### src/rtl/osc_reset_seq.sv
// osc_reset_seq: reset sequencer between the OSC/CCC clock stage and the
// core/peripheral reset inputs. Qualifies the CCC lock flag, releases
// peripheral reset and then core reset, and forces a minimum reset hold
// whenever lock is lost after release.
module osc_reset_seq #(
    parameter int STABLE_CYCLES = 1024,
    parameter int CORE_DELAY    = 16,
    parameter int HOLD_CYCLES   = 64,
    parameter int CNT_W         = 16
) (
    input  logic       clk,
    input  logic       rst,
    input  logic       lock_i,
    output logic       periph_rst_o,
    output logic       core_rst_o,
    output logic       ready_o,
    output logic       lock_lost_o,
    output logic [7:0] lost_count_o
);

    localparam logic [2:0] ST_WAIT_LOCK = 3'd0;
    localparam logic [2:0] ST_STABLE    = 3'd1;
    localparam logic [2:0] ST_PERIPH    = 3'd2;
    localparam logic [2:0] ST_RUN       = 3'd3;
    localparam logic [2:0] ST_HOLD      = 3'd4;

    // Terminal counts; the counter restarts from zero on every state entry,
    // so the last value of each phase is the phase length minus one.
    localparam logic [CNT_W-1:0] STABLE_LAST = CNT_W'(STABLE_CYCLES - 1);
    localparam logic [CNT_W-1:0] CORE_LAST   = CNT_W'(CORE_DELAY - 1);
    localparam logic [CNT_W-1:0] HOLD_LAST   = CNT_W'(HOLD_CYCLES - 1);

    logic [1:0]       sync_q;
    logic             lock_s;
    logic [2:0]       state;
    logic [2:0]       state_nxt;
    logic [CNT_W-1:0] cnt;
    logic [CNT_W-1:0] cnt_nxt;
    logic             loss;

    assign lock_s = sync_q[1];

    // Two-flop synchroniser for the asynchronous CCC lock flag.
    always_ff @(posedge clk) begin
        // NOTE: clocked state uses non-blocking assignments so every flop
        // samples the pre-edge value of its neighbours, as real flops do.
        if (rst) begin
            sync_q <= 2'b00;
        end else begin
            sync_q <= {sync_q[0], lock_i};
        end
    end

    // Next-state and counter decode; lock loss is only meaningful once
    // peripheral reset has been released (PERIPH or RUN).
    always_comb begin
        // NOTE: every output of this block gets a default first, so no
        // path through the case can leave a value unassigned (no latches).
        state_nxt = state;
        cnt_nxt   = cnt;
        loss      = 1'b0;
        case (state)
            ST_WAIT_LOCK: begin
                if (lock_s) begin
                    state_nxt = ST_STABLE;
                    cnt_nxt   = '0;
                end
            end
            ST_STABLE: begin
                if (!lock_s) begin
                    // Lock glitched before qualification: start over quietly.
                    state_nxt = ST_WAIT_LOCK;
                    cnt_nxt   = '0;
                end else if (cnt == STABLE_LAST) begin
                    state_nxt = ST_PERIPH;
                    cnt_nxt   = '0;
                end else begin
                    cnt_nxt = cnt + CNT_W'(1);
                end
            end
            ST_PERIPH: begin
                if (!lock_s) begin
                    state_nxt = ST_HOLD;
                    cnt_nxt   = '0;
                    loss      = 1'b1;
                end else if (cnt == CORE_LAST) begin
                    state_nxt = ST_RUN;
                    cnt_nxt   = '0;
                end else begin
                    cnt_nxt = cnt + CNT_W'(1);
                end
            end
            ST_RUN: begin
                if (!lock_s) begin
                    state_nxt = ST_HOLD;
                    cnt_nxt   = '0;
                    loss      = 1'b1;
                end
            end
            ST_HOLD: begin
                // Lock is ignored here; the hold always runs its full length.
                if (cnt == HOLD_LAST) begin
                    state_nxt = ST_WAIT_LOCK;
                    cnt_nxt   = '0;
                end else begin
                    cnt_nxt = cnt + CNT_W'(1);
                end
            end
            default: begin
                state_nxt = ST_WAIT_LOCK;
                cnt_nxt   = '0;
            end
        endcase
    end

    // State, counter and registered outputs, all driven from the next state
    // so the ports change on the same edge as the state register.
    always_ff @(posedge clk) begin
        if (rst) begin
            state        <= ST_WAIT_LOCK;
            cnt          <= '0;
            periph_rst_o <= 1'b1;
            core_rst_o   <= 1'b1;
            ready_o      <= 1'b0;
            lock_lost_o  <= 1'b0;
            lost_count_o <= 8'd0;
        end else begin
            state        <= state_nxt;
            cnt          <= cnt_nxt;
            periph_rst_o <= !((state_nxt == ST_PERIPH) || (state_nxt == ST_RUN));
            core_rst_o   <= (state_nxt != ST_RUN);
            ready_o      <= (state_nxt == ST_RUN);
            lock_lost_o  <= loss;
            if (loss && (lost_count_o != 8'hFF)) begin
                lost_count_o <= lost_count_o + 8'd1;
            end
        end
    end

endmodule
### config.mk
export PLATFORM = sky130hd
export DESIGN_NAME = osc_reset_seq
export DESIGN_NICKNAME = d
export VERILOG_FILES = /design/src/rtl/osc_reset_seq.sv
export SDC_FILE = /design/constraint.sdc
export NUM_CORES = 1
export LEC_CHECK = 0
export CORE_MARGIN = 2
export CORE_UTILIZATION = 35
export DETAILED_ROUTE_END_ITERATION = 10
export REMOVE_ABC_BUFFERS = 1
export SYNTH_ARGS = -nofsm -noshare
export SYNTH_HDL_FRONTEND = slang
export SYNTH_SLANG_ARGS = --single-unit
### constraint.sdc
create_clock -name clk -period 2.01 [get_ports clk]
set_input_delay 0.3015 -clock clk [delete_from_list [all_inputs] [get_ports clk]]
set_output_delay 0.3015 -clock clk [all_outputs]
set_load 0.05 [all_outputs]
==> metrics.md <==
| Metric | Value |
|---|---|
| Synth-to-layout area growth | `37.0%` |
| CP max stage delay | `540 ps` |
| Max-slew violations | `0` |
| Average wire per standard cell | `13.5 um` |
| Final setup vio count | `16` |
| Crit Path Max Fanout | `5` |
| First-pass GRT wire length | `approximately 6200 um` |
| ANT cells | `0` |
| Number of max-cap violations | `0` |
| Worst VDD drop | `between 0.3 and 0.4 mV` |
| Worst r2r src | `cnt[11]` |
| Hold Crit Class | `reg -> reg` |
| Die Span Y | `71.4 um` |
| Status | `complete, but fails checks` |
| Final #Nets | `230` |
| RSZ-0062 raised after global routing | `yes` |
| Root buffer cell | `clkbuf_8` |
| Worst path required time | `2190 ps` |
| #FFs+latches synth | `33` |
| Hpwl dp | `2570 um` |
| Distinct cell type count after synthesis | `44` |
| DR vias/cell | `5.17` |
| Asr flop ratio synth | `0%` |
| Die area | `5090 um2` |
| Global route total overflow | `0` |
| Final Hold Fails | `0` |
| Reg2Reg Depth | `7` |
| Number of synthesis warnings | `0` |
| Fillers | `415` |
| H-tree Lvls | `2` |
| Reg clk slew, reported paths | `60 ps` |
| Hold path cells | `1` |
| I/O pins | `15` |
| Gr usage total | `between 10% and 20%` |
| DR vias | `1,431` |
| Dominant cell type by area after synthesis | `dfxtp_1` |
| Syn_area_per_cell | `8.63 um2` |
| Vias in the first global route | `roughly 1,300` |
| Worst Skew | `1.16 ps` |
| Num rows | `24` |
| Synth top area cells | `dfxtp_1 42%, xnor2_1 7.7%, nor2_1 5.2%` |
| PwrDens | `approximately 570 nW/um2` |
| Failing checks | `negative setup slack` |
| Setup CP Type | `reg -> reg` |
| Seq/Total Area, Yosys | `a little over two fifths` |
| Final core occ | `49.9%` |
| Worst reg2reg endpoint | `cnt[12]` |
| First-pass DRT Iterations | `4` |
| F_max | `456 MHz` |
| Yosys top cell area share | `41.6%` |
| Slowest-stage cell, CP | `or4_4` |
| Clk Latency, worst-skew pair | `280 ps` |
| Die X | `71.4 um` |
| CTS tree | `yes` |
| Clock Sinks | `33` |
| Largest net degree at the start of global routing | `20` |
| Worst-path cell chain | `or4_4 > or4_4 > a31o_4 > o31ai_4 > buf_6 > buf_16 > nor2_2` |
| Hold Startpoint | `sync_q[0]` |
| Leakage Power | `0.000783 uW` |
| Mapped Area | `1590 um2` |
| Dominant synthesized flop cell | `dfxtp_1` |
| Post-Syn Instances | `184` |
| Crit. End Element | `register` |
| Area post-placement | `1970 um2` |
| Routed WL | `3740 um` |
| Final setup margin | `-184 ps` |
| Crit start category | `register` |
| Most frequent cells in the layout | `32 x dfxtp_1, 23 x buf_4, 16 x nor2_1` |
| Final period util | `109%` |
| Clock period minus worst slack | `between 2000 and 2500 ps` |
| Design Area, Final | `about 2200 um2` |
| 1st-iter DRT viols | `57` |
| Crit path max-delay family | `simple AND/OR/NAND/NOR gates` |
| Initial cell density of the core | `between 30% and 40%` |
| Remaining DRCs | `0` |
| Reg2reg setup slack | `-180 ps` |
| Post-Place Worst Slack | `-155 ps` |
| Deepest clock path buffer count | `2` |
| Core Region | `4350 um2` |
| Antenna Nets Post-Route | `0` |
| Least-Margin Pin Slew | `approximately 500 ps` |
| Slew margin rel. | `66.5%` |
| CTS Buf Count | `5` |
| Commonest non-fill, non-tap cell in the layout | `dfxtp_1` |
| Port bufs | `14` |
| RePlAce Congestion | `~0.76` |
| Post-synth EDFFs | `0` |
| Arr. time, crit path | `2370 ps` |
| Initial antenna violation count | `0` |
| Crit-path most repeated cell | `or4_4` |
| Hold EP | `sync_q[1]` |
| Fraction of layout cells with a size suffix above 1 | `24.9%` |
| Critical path buffer and inverter count | `2` |
## area by class of cell
class                           instances  area (um2)  share of cell area [%]
Multi-Input combinational cell        138         956                    44.0
Inverter                                6        22.5                    1.04
Sequential cell                        33         662                    30.4
Timing Repair Buffer                   41         383                    17.6
Tap cell                               52        65.1                    2.99
Clock buffer                            7        86.3                    3.97
## logic make-up after synthesis
| kind of cell | Yosys count | share of synthesized area [%] |
|---|---|---|
| adder cells (fa/ha/maj) | 2 | 1.58 |
| flip-flops | 33 | 41.6 |
| multiplexers | 2 | 1.26 |
| XOR/XNOR | 16 | 8.83 |
| AND/OR/NAND/NOR | 88 | 29.7 |
| AO/OA/AOI/OAI | 30 | 13.9 |
| buffers and inverters | 13 | 3.07 |
## sequential cells by signal, indices dropped and copies added, names as in the netlist
name and flops:
lost_count_o 8, cnt 16, ready_o 1, sync_q 2
core_rst_o 1, lock_lost_o 1, state 3, periph_rst_o 1
## metal layers
| metal | part of all wire (%) | track usage, % | routed length [um] |
|---|---|---|---|
| met1 | 47 | 20.9 | 1770 |
| met4 | 2.4 | 8.81 | 90 |
| met5 | 0 | 0 | 0 |
| met3 | 2.5 | 2.95 | 93 |
| met2 | 48 | 24.3 | 1780 |
## worst max-delay path by stage
stage | from | end | slack [ps] | cells after the start
6_report | cnt[11] | cnt[12] | -180 | 7
5_1_grt | cnt[11] | cnt[11] | -230 | 7
4_1_cts | cnt[11] | cnt[11] | -160 | 7
3_5_place_dp | cnt[11] | cnt[14] | -160 | 6
3_3_place_gp | cnt[11] | cnt[11] | -130 | 6
2_1_floorplan | cnt[11] | cnt[10] | -160 | 5
## what timing repair did
action,4_1_cts,5_1_grt
gates cloned,1,0
setup buffers,1,0
resized for setup,9,14
endpoints found under the setup margin,19,19
hold buffers,0,0
pin swaps,4,5
## through the flow
step	total power, uW	setup TNS (ps)	instances	hold slack, ps
6_report	1230	-2270	277	446
5_1_grt	1280	-3020	277	467
4_1_cts	1250	-2190	277	448
3_5_place_dp	723	-2250	268	430
3_3_place_gp	723	-1850	268	427
2_1_floorplan	693	-1540	177	371
## where the power goes
| group | internal, uW | leakage, uW | total (uW) | switching (uW) |
|---|---|---|---|---|
| logic | 32.4 | 0.000472 | 65.3 | 32.9 |
| clock network | 271 | 0.0000443 | 505 | 234 |
| registers | 656 | 0.000267 | 660 | 3.28 |
## synthesized netlist by cell type, types with 3 or more instances
library cell,instances
dfxtp_1,33
nor2_1,22
xnor2_1,14
nand2_1,13
a21oi_1,9
nor3_1,9
nand3_1,8
clkbuf_1,6
inv_1,6
o21ai_0,6
or3_1,5
nor2b_1,4
nor4_1,4
and3_1,3
nand4_1,3
nor3b_1,3
Power figures use the tool's default switching activity.
